**config.mk**
```make
export PLATFORM = sky130hd
export DESIGN_NAME = decoder_scan
export DESIGN_NICKNAME = d
export VERILOG_FILES = /design/src/rtl/decoder_scan.sv
export SDC_FILE = /design/constraint.sdc
export NUM_CORES = 1
export LEC_CHECK = 0
export ABC_AREA = 1
export BUFFER_PORTS_ARGS = -buffer_cell sky130_fd_sc_hd__buf_2
export CAP_MARGIN = 20
export CELL_PAD_IN_SITES_DETAIL_PLACEMENT = 1
export CELL_PAD_IN_SITES_GLOBAL_PLACEMENT = 1
export CORE_ASPECT_RATIO = 1.2
export CORE_MARGIN = 5
export CORE_UTILIZATION = 37
export CTS_CLUSTER_SIZE = 25
export DETAILED_ROUTE_END_ITERATION = 6
export PLACE_DENSITY = 0.79
export SYNTH_ARGS = -nofsm -noshare
export SYNTH_HDL_FRONTEND = slang
export SYNTH_SLANG_ARGS = --single-unit
```
**constraint.sdc**
```tcl
create_clock -name clk -period 2.5 [get_ports clk]
set_input_delay 0.375 -clock clk [delete_from_list [all_inputs] [get_ports clk]]
set_output_delay 0.375 -clock clk [all_outputs]
set_load 0.02 [all_outputs]
```
**src/rtl/decoder_scan.sv**
```systemverilog
// Registered N-to-2^N active-low one-hot decoder with three enables and a
// prescaled scan mode that walks the selected output through 0..scan_last.
module decoder_scan #(
  parameter int ADDR_W   = 3,
  parameter int PRESCALE = 4
) (
  input  logic                 clk,
  input  logic                 rst_n,
  input  logic                 s1,
  input  logic                 s2_n,
  input  logic                 s3_n,
  input  logic                 mode,
  input  logic [ADDR_W-1:0]    a,
  input  logic [ADDR_W-1:0]    scan_last,
  output logic [2**ADDR_W-1:0] y,
  output logic [ADDR_W-1:0]    cur_ch,
  output logic                 wrap
);

  localparam int N    = 2**ADDR_W;
  localparam int PS_W = (PRESCALE > 1) ? $clog2(PRESCALE) : 1;

  localparam logic [PS_W-1:0]   PS_LAST  = PS_W'(PRESCALE - 1);
  localparam logic [PS_W-1:0]   PS_ONE   = PS_W'(1);
  localparam logic [PS_W-1:0]   PS_ZERO  = {PS_W{1'b0}};
  localparam logic [ADDR_W-1:0] CH_ONE   = ADDR_W'(1);
  localparam logic [ADDR_W-1:0] CH_ZERO  = {ADDR_W{1'b0}};
  localparam logic [N-1:0]      ONE_HOT0 = {{(N-1){1'b0}}, 1'b1};
  localparam logic [N-1:0]      ALL_OFF  = {N{1'b1}};

  logic              en_s;
  logic [ADDR_W-1:0] ch_nxt_s;
  logic [PS_W-1:0]   ps_nxt_s;
  logic              wrap_nxt_s;
  logic [N-1:0]      y_nxt_s;

  logic [ADDR_W-1:0] cur_ch_r;
  logic [PS_W-1:0]   ps_r;
  logic              wrap_r;
  logic [N-1:0]      y_r;

  // Next channel, prescaler, wrap pulse and decoded select
  always_comb begin
    en_s       = s1 & ~s2_n & ~s3_n;
    ch_nxt_s   = cur_ch_r;
    ps_nxt_s   = ps_r;
    wrap_nxt_s = 1'b0;
    y_nxt_s    = ALL_OFF;

    if (!mode) begin
      ch_nxt_s = a;
      ps_nxt_s = PS_ZERO;
    end else if (en_s) begin
      if (ps_r == PS_LAST) begin
        ps_nxt_s = PS_ZERO;
        // Wrap is tested before incrementing, so the channel never overflows
        // and a lowered scan_last pulls an out-of-range channel back to 0.
        if (cur_ch_r >= scan_last) begin
          ch_nxt_s   = CH_ZERO;
          wrap_nxt_s = 1'b1;
        end else begin
          ch_nxt_s = cur_ch_r + CH_ONE;
        end
      end else begin
        ps_nxt_s = ps_r + PS_ONE;
      end
    end else begin
      ch_nxt_s = cur_ch_r;
      ps_nxt_s = ps_r;
    end

    if (en_s) begin
      y_nxt_s = ~(ONE_HOT0 << ch_nxt_s);
    end else begin
      y_nxt_s = ALL_OFF;
    end
  end

  // State and output registers
  always_ff @(posedge clk or negedge rst_n) begin
    if (!rst_n) begin
      cur_ch_r <= CH_ZERO;
      ps_r     <= PS_ZERO;
      wrap_r   <= 1'b0;
      y_r      <= ALL_OFF;
    end else begin
      cur_ch_r <= ch_nxt_s;
      ps_r     <= ps_nxt_s;
      wrap_r   <= wrap_nxt_s;
      y_r      <= y_nxt_s;
    end
  end

  assign y      = y_r;
  assign cur_ch = cur_ch_r;
  assign wrap   = wrap_r;

endmodule

```
==> impl_metrics.json <==
{
  "yosys.area_share.simple": 0.288,
  "ant_nets": 0,
  "grt-ovfl-total": 0,
  "worstPathRequired_ps": 2700,
  "syn_inst": 86,
  "yosysWarnings": 0,
  "start_util": 0.397,
  "p_leak_nw": 0.490,
  "die_area_um2": 3010,
  "setup_viol": 0,
  "first_pass_iters": 2,
  "hpwl_mm": 1.49,
  "grt_util_all_layers": 0.141,
  "grt_pass1_vias": 715,
  "path_class": "reg -> reg",
  "netlist.area_leader.share": 0.283,
  "antenna_found_initial": 0,
  "clkTransAtPathRegs_ps": 90,
  "min_delay_path_depth": 3,
  "portBuffers": 23,
  "synth.most_common_cell": "nand2_1",
  "grt_start_max_net_pins": 15,
  "nFillCells": 253,
  "final_cells": 133,
  "hold_violations": 0,
  "pin_count": 24,
  "numCtsBuffers": 3,
  "cts_tree": "built",
  "ys_types": 17,
  "wl_per_cell_um": 13.8,
  "cp_max_fo": 4,
  "clk_latency_ps": 280,
  "place_ws_ps": 742,
  "end_kind": "register",
  "relSlewSlack": 0.801,
  "max_slew.worst_pin.slew_ps": 298,
  "syn-num-nets": 103,
  "finClkSkew_ps": 6.14,
  "finalInstanceArea_um2": 928,
  "synth_edf_count": 0,
  "h-tree-depth": 1,
  "place_area_um2": 882,
  "synth_area_per_cell_um2": 8.64,
  "synthAdderAreaFrac": 0.0842,
  "rsz0062_at_grt": "false",
  "critPathArrivalTime_ps": 1900,
  "synth-xor-area-share": 0.0118,
  "synth_seq_area_share": 0.485,
  "fin_util": 0.496,
  "globalplace.congestion": 0.743,
  "dp.cells": 128,
  "die_x_um": 50.9,
  "n_antenna_cell": 0,
  "yosys-mux-area-fraction": 0,
  "reg2reg_depth": 9,
  "timing.hold.ws_ps": 381,
  "tns_ps": 0,
  "die_height_um": 59.1,
  "wirelength_mm": 1.83,
  "p_per_area_nw_per_um2": 528,
  "maxCapViolCount": 0,
  "peakVddDrop_mv": 0.251,
  "yosys-top-cells-area": "dfstp_2 (28%), dfrtp_1 (20%), nand2_1 (13%)",
  "synth_compound_area_frac": 0.0606,
  "drt_iter0_drc": 2,
  "max_freq_mhz": 589,
  "hold_class": "in -> reg",
  "synthArstFlopShare": 1.00,
  "grt_pass1_wl_mm": 3.15,
  "syn-cell-area_um2": 743,
  "ys.flop_type": "dfstp_2",
  "num_vias": 661,
  "post-route-min-period_ps": 1700,
  "slew_viol_final": 0,
  "final_nets": 132,
  "synth.top_cells.by_count": "nand2_1 (26), inv_1 (14), dfstp_2 (8), nor2_1 (8), dfrtp_1 (6)",
  "clock_path_buffers": 2,
  "std_cell_rows": 17,
  "area_delta_synth_final_pct": 24.9,
  "clkSinkCount": 14,
  "status": "complete, no violations",
  "ys_ff_latch": 14,
  "synth_top_family_by_area": "simple AND/OR/NAND/NOR gates",
  "cts_root_buf": "clkbuf_4",
  "remaining_drc_errors": 0,
  "fin_ws_ps": 802,
  "period_share": 0.679,
  "synth_top_area_cell": "dfstp_2",
  "core-area_um2": 1870,
  "startpoint_type": "register",
  "totalPowerFinal_mw": 0.490,
  "drive_gt1_frac": 0.377,
  "vias_per_cell": 4.97
}
-- timing repair --
item / in CTS / in global routing
hold endpoints to repair: 6 / 0
hold buffers: 1 / 0
gates resized for setup: 0 / 0
buffers inserted: 0 / 0
-- cell usage in the layout, fill, tap and decap left out, drive strengths merged, types with 2 or more instances in the layout --
master and n:
ha 5, clkbuf 4, dfrtp 6, dfstp 8, a21oi 5, buf 23, nand2 28, nor2 11
nand4 2, inv 14, nand3 3
-- layer usage --
layer  vias up  part of all wire  GRT usage
met1       321              0.36      0.139
met2        13              0.59      0.278
met4         0            0.0071     0.0547
met5         -                 0          0
li1        325                 -          -
met3         2             0.043     0.0277
-- sequential cells by signal, summed over array words and instances (netlist names) --
name    cells
y           8
ps_r        2
cur_ch      3
wrap        1
-- path summary, 6_finish.rpt --
path / startpoint / to / slack (ps)
max in group asynchronous: rst_n / y[6] / 1710
worst min register to register: ps_r[1] / ps_r[1] / 550
worst max-delay path: cur_ch[2] / y[5] / 800
worst max register to register: cur_ch[2] / y[5] / 800
min in group asynchronous: rst_n / cur_ch[2] / 510
worst min-delay path: a[0] / cur_ch[0] / 380
-- power by group --
| group | switching [mW] | internal, mW |
|---|---|---|
| Combinational | 0.0561 | 0.0314 |
| Sequential | 0.00652 | 0.235 |
| Clock | 0.0723 | 0.0885 |
| Total | 0.135 | 0.355 |
-- final cells by class --
type	count	area (um2)	area share
Timing Repair Buffer	24	125	0.135
Tap cell	19	23.8	0.0256
Clock buffer	4	36.3	0.0391
Sequential cell	14	360	0.388
Inverter	14	52.6	0.0566
Multi-Input combinational cell	58	330	0.356
-- kinds of logic after synthesis --
| family | count (synthesis) |
|---|---|
| AOI/OAI and AO/OA | 7 |
| and+or+nand+nor | 45 |
| xor gates and xnor gates | 1 |
| DFF | 14 |
| buffers and inverters | 14 |
| adders and majority gates | 5 |
-- worst max-delay path, stage by stage, from the launching register on --
cell	delay, ps
dfrtp_1	420
ha_1	310
a21oi_1	150
nand2_1	120
nand2_1	130
nand2_2	80
nor2_1	100
nor2_1	60
nor2_2	170
nand2_1	100
No activity file was read; power rests on OpenSTA's default activity.
